$ cat config.mk
export PLATFORM = sky130hd
export DESIGN_NAME = piso_rr_serializer
export DESIGN_NICKNAME = d
export VERILOG_FILES = /design/src/rtl/piso_rr_serializer.sv
export SDC_FILE = /design/constraint.sdc
export NUM_CORES = 1
export LEC_CHECK = 0
export CAP_MARGIN = 20
export CELL_PAD_IN_SITES_DETAIL_PLACEMENT = 1
export CELL_PAD_IN_SITES_GLOBAL_PLACEMENT = 1
export CORE_MARGIN = 4
export CORE_UTILIZATION = 25
export CTS_BUF_LIST = sky130_fd_sc_hd__clkbuf_2 sky130_fd_sc_hd__clkbuf_4 sky130_fd_sc_hd__clkbuf_8
export DETAILED_ROUTE_END_ITERATION = 10
export MAX_ROUTING_LAYER = met4
export PLACE_DENSITY_LB_ADDON = 0.1
export SETUP_SLACK_MARGIN = 0.5
export SYNTH_ARGS = -nofsm -noshare
export SYNTH_HDL_FRONTEND = slang
export SYNTH_SLANG_ARGS = --single-unit
$ cat constraint.sdc
create_clock -name clk -period 1.9 [get_ports clk]
set_input_delay 0.285 -clock clk [delete_from_list [all_inputs] [get_ports clk]]
set_output_delay 0.285 -clock clk [all_outputs]
set_load 0.01 [all_outputs]
$ cat src/rtl/piso_rr_serializer.sv
// Round-robin shared PISO serializer: framed LSB-first words with an idle gap.
// Define PISO_PARITY_EN to append an even-parity bit to every frame.
module piso_rr_serializer #(
    parameter int NREQ  = 4,
    parameter int WIDTH = 4,
    parameter int GAP   = 1
) (
    input  logic                     clk,
    input  logic                     reset,
    input  logic [NREQ-1:0]          req_valid,
    input  logic [NREQ*WIDTH-1:0]    req_data,
    output logic [NREQ-1:0]          req_ready,
    output logic                     ser_out,
    output logic                     ser_valid,
    output logic                     frame_start,
    output logic [$clog2(NREQ)-1:0]  grant_id,
    output logic                     busy
);

    localparam int IDW = $clog2(NREQ);
`ifdef PISO_PARITY_EN
    localparam int FLEN = WIDTH + 1;
`else
    localparam int FLEN = WIDTH;
`endif
    localparam int CW = $clog2(FLEN + 1);
    localparam int GW = $clog2(GAP + 2);

    typedef enum logic [1:0] {
        S_IDLE,
        S_SHIFT,
        S_PAR,
        S_GAP
    } state_e;

    state_e           state_q, state_d;
    logic [CW-1:0]    cnt_q, cnt_d;
    logic [GW-1:0]    gap_q, gap_d;
    logic [WIDTH-1:0] shreg_q, shreg_d;
    logic [IDW-1:0]   ptr_q, ptr_d;
    logic [IDW-1:0]   grant_q, grant_d;
    logic             ser_out_q, ser_out_d;
    logic             ser_valid_q, ser_valid_d;
    logic             fstart_q, fstart_d;
`ifdef PISO_PARITY_EN
    logic             par_q, par_d;
`endif

    logic             last_bit;
    logic             frame_end;
    logic             win_open;
    logic             win_found;
    logic             accept;
    logic [IDW-1:0]   win_id;
    logic [IDW-1:0]   cand;
    logic [WIDTH-1:0] win_word;

    assign last_bit = (state_q == S_SHIFT) && (cnt_q == CW'(WIDTH));
`ifdef PISO_PARITY_EN
    assign frame_end = (state_q == S_PAR);
`else
    assign frame_end = last_bit;
`endif

    // Back-to-back frames need the grant in the frame's final cycle.
    assign win_open = !reset &&
                      ((state_q == S_IDLE) || ((GAP == 0) && frame_end));

    always_comb begin
        win_found = 1'b0;
        win_id    = '0;
        cand      = '0;
        for (int i = NREQ; i >= 1; i--) begin
            cand = IDW'((int'(ptr_q) + i) % NREQ);
            if (req_valid[cand]) begin
                win_found = 1'b1;
                win_id    = cand;
            end
        end
    end

    assign win_word = req_data[int'(win_id)*WIDTH +: WIDTH];
    assign accept   = win_open && win_found;

    always_comb begin
        req_ready = '0;
        if (accept) begin
            req_ready[win_id] = 1'b1;
        end
    end

    always_ff @(posedge clk) begin
        if (reset) begin
            state_q     <= S_IDLE;
            cnt_q       <= '0;
            gap_q       <= '0;
            shreg_q     <= '0;
            ptr_q       <= IDW'(NREQ - 1);
            grant_q     <= '0;
            ser_out_q   <= 1'b0;
            ser_valid_q <= 1'b0;
            fstart_q    <= 1'b0;
`ifdef PISO_PARITY_EN
            par_q       <= 1'b0;
`endif
        end else begin
            state_q     <= state_d;
            cnt_q       <= cnt_d;
            gap_q       <= gap_d;
            shreg_q     <= shreg_d;
            ptr_q       <= ptr_d;
            grant_q     <= grant_d;
            ser_out_q   <= ser_out_d;
            ser_valid_q <= ser_valid_d;
            fstart_q    <= fstart_d;
`ifdef PISO_PARITY_EN
            par_q       <= par_d;
`endif
        end
    end

    always_comb begin
        state_d = state_q;
        cnt_d   = cnt_q;
        gap_d   = gap_q;
        shreg_d = shreg_q;
        ptr_d   = ptr_q;
        grant_d = grant_q;
`ifdef PISO_PARITY_EN
        par_d   = par_q;
`endif
        if (accept) begin
            // Bit 0 leaves on the accept edge, so keep only the rest.
            state_d = S_SHIFT;
            cnt_d   = CW'(1);
            gap_d   = '0;
            shreg_d = win_word >> 1;
            ptr_d   = win_id;
            grant_d = win_id;
`ifdef PISO_PARITY_EN
            par_d   = ^win_word;
`endif
        end else begin
            unique case (state_q)
                S_IDLE: begin
                    state_d = S_IDLE;
                end
                S_SHIFT: begin
                    if (!last_bit) begin
                        cnt_d   = cnt_q + CW'(1);
                        shreg_d = shreg_q >> 1;
                    end else begin
`ifdef PISO_PARITY_EN
                        state_d = S_PAR;
                        cnt_d   = cnt_q + CW'(1);
`else
                        cnt_d = '0;
                        if (GAP == 0) begin
                            state_d = S_IDLE;
                        end else begin
                            state_d = S_GAP;
                            gap_d   = GW'(1);
                        end
`endif
                    end
                end
                S_PAR: begin
                    cnt_d = '0;
                    if (GAP == 0) begin
                        state_d = S_IDLE;
                    end else begin
                        state_d = S_GAP;
                        gap_d   = GW'(1);
                    end
                end
                S_GAP: begin
                    if (gap_q == GW'(GAP)) begin
                        state_d = S_IDLE;
                        gap_d   = '0;
                    end else begin
                        gap_d = gap_q + GW'(1);
                    end
                end
                default: begin
                    state_d = S_IDLE;
                end
            endcase
        end
    end

    always_comb begin
        ser_valid_d = 1'b0;
        ser_out_d   = 1'b0;
        fstart_d    = 1'b0;
        if (accept) begin
            ser_valid_d = 1'b1;
            ser_out_d   = win_word[0];
            fstart_d    = 1'b1;
        end else if (state_q == S_SHIFT) begin
            if (!last_bit) begin
                ser_valid_d = 1'b1;
                ser_out_d   = shreg_q[0];
            end
`ifdef PISO_PARITY_EN
            else begin
                ser_valid_d = 1'b1;
                ser_out_d   = par_q;
            end
`endif
        end
    end

    assign ser_out     = ser_out_q;
    assign ser_valid   = ser_valid_q;
    assign frame_start = fstart_q;
    assign grant_id    = grant_q;
    assign busy        = (state_q != S_IDLE);

endmodule

; ---- Word-level counts from Yosys, hierarchy flattened
; Index checks and enable logic that the tools add are counted.
; W data, S select, Z words.
[word_totals]
wordCells = 89
regBits = 17
out_inout_bits = 10
inputBits = 22
[op_classes]
shifts = 1
n_reduce_logical = 16
addsub = 6
eq_ne = 10
mux = 39
order_cmp = 6
[op_table]
columns = operator, count
row1 = $mux W1, 18
row2 = $mux W2, 8
row3 = $shiftx A16 B5 Y4, 1
row4 = $lt A2 B3 Y1 const B, 5
row5 = $mux W3, 4
row6 = $bmux W1 S2, 4
row7 = $pmux W2 S4, 1
row8 = $reduce_and A2 Y1, 4
row9 = $add A2 B1 Y2 const B, 3
row10 = $ne A3 B3 Y1 const B, 2
row11 = $pmux W2 S3, 1
row12 = $pmux W3 S2, 1
row13 = $reduce_bool A2 Y1, 3
row14 = $reduce_bool A3 Y1, 2
row15 = $add A2 B2 Y2 const B, 2
row16 = $eq A2 B1 Y1 const B, 2
row17 = $eq A2 B2 Y1 const B, 2
row18 = $logic_and A1 B1 Y1, 4
row19 = $mux W4, 1
row20 = $ne A2 B2 Y1 const B, 2
row21 = $add A3 B1 Y3 const B, 1
row22 = $eq A3 B3 Y1 const B, 1
row23 = $demux W1 S2, 1
row24 = $ge A2 B1 Y1 const B, 1
row25 = other kinds (4), 4

; ---- Logic depth before layout (Yosys ltp)
[logic_depth]
word_depth = 12
mapped_depth = 7
ltp_nobuf = 7

; ---- Worst setup path before layout
; Ideal clock, no wire load.
[synth_path]
path_type = reg2out
start = register state_q[0]
end = output port req_ready[0]
t_required_ps = 1615
arrival_time_ps = 1445
stages_incl_launch_ff = 8
slack_ps = 170
path_buffers = 0
cell_sequence = dfxtp_1 > inv_1 > ha_1 > inv_1 > nor2_1 > nand2_1 > or2_2 > nor2_1
[synth_between]
elab_chain_cells = 4
[synth_lines]
columns = item, line
row1 = start: declaration, 36  ; state_e state_q, state_d;
row2 = start signal: assignment, 107  ; state_q <= state_d;
row3 = $logic_not A2 Y1, 67  ; ((state_q == S_IDLE) || ((GAP == 0) && frame_end));
row4 = $logic_and A1 B1 Y1, 66  ; assign win_open = !reset &&
row5 = $logic_and A1 B1 Y1, 83  ; assign accept = win_open && win_found;
row6 = $mux W4, 87  ; if (accept) begin
row7 = end: declaration, 12  ; output logic [NREQ-1:0] req_ready,
; Every way passes these cells.

; ---- Final worst setup path
[layout_path]
start = register ptr_q[1]
end = output port req_ready[0]
[layout_between]
elab_chain_cells = 12
elab_cells_between_ends = 27
classes_between = 4 x add/sub / 2 x order compare / 19 x mux / 2 x reduce/logical
[layout_lines]
columns = item, line
row1 = start: declaration, 40  ; logic [IDW-1:0] ptr_q, ptr_d;
row2 = start signal: assignment, 98  ; ptr_q <= IDW'(NREQ - 1);
row3 = start signal: assignment, 111  ; ptr_q <= ptr_d;
row4 = $add A2 B1 Y2, 74  ; cand = IDW'((int'(ptr_q) + i) % NREQ);
row5 = $bmux W1 S2, 75  ; if (req_valid[cand]) begin
row6 = $mux W1 (not written as such), 75
row7 = $mux W2 (4 in a row), 75
row8 = $lt A2 B3 Y1 (not written as such) / $ge A2 B1 Y1 (equally long branches), 88  ; req_ready[win_id] = 1'b1;
row9 = $logic_and A1 B1 Y1 (not written as such), 88
row10 = $mux W1 (not written as such), 88
row11 = $demux W1 S2, 88
row12 = $mux W4 (*), 87
; Every way passes the cells marked *; elsewhere a longest branch is shown, timed or not. The select of a mux whose other input is x is not followed.

==> results_dict.tcl <==
set metrics [dict create \
    grt-busiest-layer "met2" \
    hold_viol_final 0 \
    power_per_cell_area_mw_per_mm2 1360 \
    fp.dieW_um 73.3 \
    fin_util_pct 50.6 \
    synth_top_cell_by_area "dfxtp_1" \
    via_count 1214 \
    crit_arrival_ns 1.56 \
    finalSetupViolations 0 \
    die_y_um 73.3 \
    grt.overflow.total 0 \
    worst_slack_ns 0.0579 \
    portBuffers 31 \
    power_frac_seq_pct 19.4 \
    slew-limit-headroom_pct 75.9 \
    fin_total_pwr_mw 2.80 \
    insertion_delay_ns 0.26 \
    cts_root_buf "clkbuf_8" \
    ir_worst_vdd_v 0.000768 \
    synth-seq-cells 17 \
    hold_class "flop to flop" \
    p_leak_nw 0.917 \
    drc_errors 0 \
    core.rowCount 23 \
    ys_types 42 \
    period_minus_slack_ns 1.84 \
    grt_first_pass_wirelength_um 5780 \
    clkTransAtPathRegs_ns 0.06 \
    grt_max_degree 11 \
    skew_ns 0.00216 \
    grtUsageMet2_pct 23.3 \
    drive_above_1_share_pct 48.3 \
    viasPerCell 4.84 \
    ctsHoldBuffers 0 \
    place_ws_ns -0.600 \
    power.switching_mw 1.10 \
    dieArea_mm2 0.00538 \
    syn_to_final_growth_pct 92.3 \
    drv_slew 0 \
    gp_congestion 0.859 \
    synth.top_cell.area_share_pct 31.9 \
    syn-num-nets 158 \
    antennaDiodeCount 0 \
    synth_seq_area_share_pct 31.9 \
    start_kind "flop" \
    grt_usage_pct 14.1 \
    grtUsageMet1_pct 17.8 \
    async_flop_share_pct 0 \
    ys_warn_count 0 \
    antenna_found_initial 0 \
    numCtsBuffers 3 \
    ant_nets 0 \
    maxCapViolCount 0 \
    wire_per_inst_um 15.1 \
    synth-main-ff-cell "dfxtp_1" \
    totalWireLength_um 3790 \
    regArea_um2 345 \
    final_net_count 232 \
    worst_pin_slew_ns 0.361 \
    synth_area_mm2 0.00107 \
    use_met3_pct 3.42 \
    core_area_mm2 0.00406 \
    firstDrtPassIters 4 \
    avgSynthCellArea_um2 8.34 \
    critPathKind "flop to output pin" \
    combPwrFrac_pct 70.6 \
    cts_buffer_depth 2 \
    critPathCaptureType "output pin" \
    grt_pass1_vias 1278 \
    swShare_pct 39.4 \
    multi_input_area_um2 918 \
    synth_edf_count 0 \
    status "completed" \
    cts.sinks 17 \
    yosys-top-cells-area "dfxtp_1 (32%), ha_1 (9.4%), nor2_1 (6.7%)" \
    first_iter_violations 62 \
    max_freq_mhz 543 \
    cts_tree "done" \
    netlist_instances 128 \
    rsz0062_at_grt "yes" \
    p_int_mw 1.70 \
    n_fill_cell 461 \
    fin_crit_sh_pct 97.0 \
    hpwl_um 2620 \
    cts_max_level 1 \
    ios 32 \
    pwr-share-clk_pct 10.0 \
    worstPathMaxFanout 2 \
    crit_required_ns 1.62 \
    start_util_pct 26.3 \
]
## Yosys cell counts (3+ instances only)
| cell | count |
|---|---|
| a21oi_1 | 8 |
| dfxtp_1 | 17 |
| ha_1 | 8 |
| inv_1 | 7 |
| mux2i_1 | 7 |
| nand2_1 | 9 |
| nand2b_1 | 3 |
| nor2_1 | 19 |
| nor3_1 | 5 |
| o21ai_0 | 6 |
## cell usage in the layout, fill, tap and decap left out, drive strengths merged, types with 3 or more instances in the layout
master         instances
nand2b                 4
clkbuf                 4
dfxtp                 17
nor2                  19
mux2i                  7
o21ai                  6
dlymetal6s2s           3
buf                   45
a21oi                  9
inv                    7
dlygate4sd2            4
nand2                  9
ha                     8
nor3                   6
clkdlybuf4s50         17
## cell type report
class	count	area share [%]
Clock buffer	3	2.01
Clock inverter	1	0.244
Inverter	7	1.40
Multi-Input combinational cell	102	44.8
Sequential cell	17	16.8
Tap cell	50	3.05
Timing Repair Buffer	71	31.7
## per-layer routing
layer  vias to the layer above  share of wire, %
met4                         0               2.0
met5                         -                 0
li1                        600                 -
met3                         6               3.2
met1                       583                43
met2                        25                52
## power groups by stage
stage | Sequential [mW] | Combinational, mW | Clock [mW]
after detailed placement | 0.543 | 1.36 | 0
after global placement | 0.540 | 1.34 | 0
final | 0.543 | 1.97 | 0.279
after CTS | 0.544 | 1.69 | 0.279
after global routing | 0.554 | 2.14 | 0.309
after floorplan | 0.568 | 0.702 | 0
## sequential cells by signal, indices dropped and copies added, names as in the netlist
signal and count:
grant_id 2, frame_start 1, ser_valid 1, cnt_q 3, state_q 2, gap_q 2
ser_out 1, shreg_q 3, ptr_q 2
## final timing paths
check | cells past startpoint | start | slack, ns | endpoint
hold / removal | 2 | grant_id[1] | 0.46 | grant_id[1]
setup / recovery | 5 | ptr_q[1] | 0.06 | req_ready[0]
hold reg to reg | 2 | grant_id[1] | 0.46 | grant_id[1]
setup reg to reg | 7 | ptr_q[0] | 0.08 | shreg_q[0]
## cell families (layout without fill, tap and decap cells)
group	count (synthesis)	in the layout	share of synthesized area, %
AO/OA/AOI/OAI	32	32	20.9
adder cells (fa/ha/maj)	8	8	9.38
buffers and inverters	9	82	3.87
flip-flops	17	17	31.9
multiplexers	8	8	7.62
AND/OR/NAND/NOR	54	54	26.4
## per-stage QoR
stage	setup TNS (ns)	cell area (µm²)	hold slack [ns]	std cells
5_1_grt	-0.00440	2050	0.482	251
4_1_cts	0	1900	0.471	247
2_1_floorplan	0	1120	0.443	128
3_5_place_dp	-5.28	1670	0.464	233
3_3_place_gp	-4.98	1670	0.455	233
6_report	0	2050	0.464	251
## critical path, stage by stage, from the launching register on
cell and delay (ns):
dfxtp_2 0.32, or3b_1 0.38, o211a_1 0.14, or2_4 0.27, nor2_4 0.09, buf_6 0.10
## timing repair
action,4_1_cts,5_1_grt
pin swaps,15,17
gates resized for setup,68,32
cloned,0,0
buffers inserted,10,4
setup endpoints to repair,24,24
Note: power is estimated with default switching activity, not from simulation.
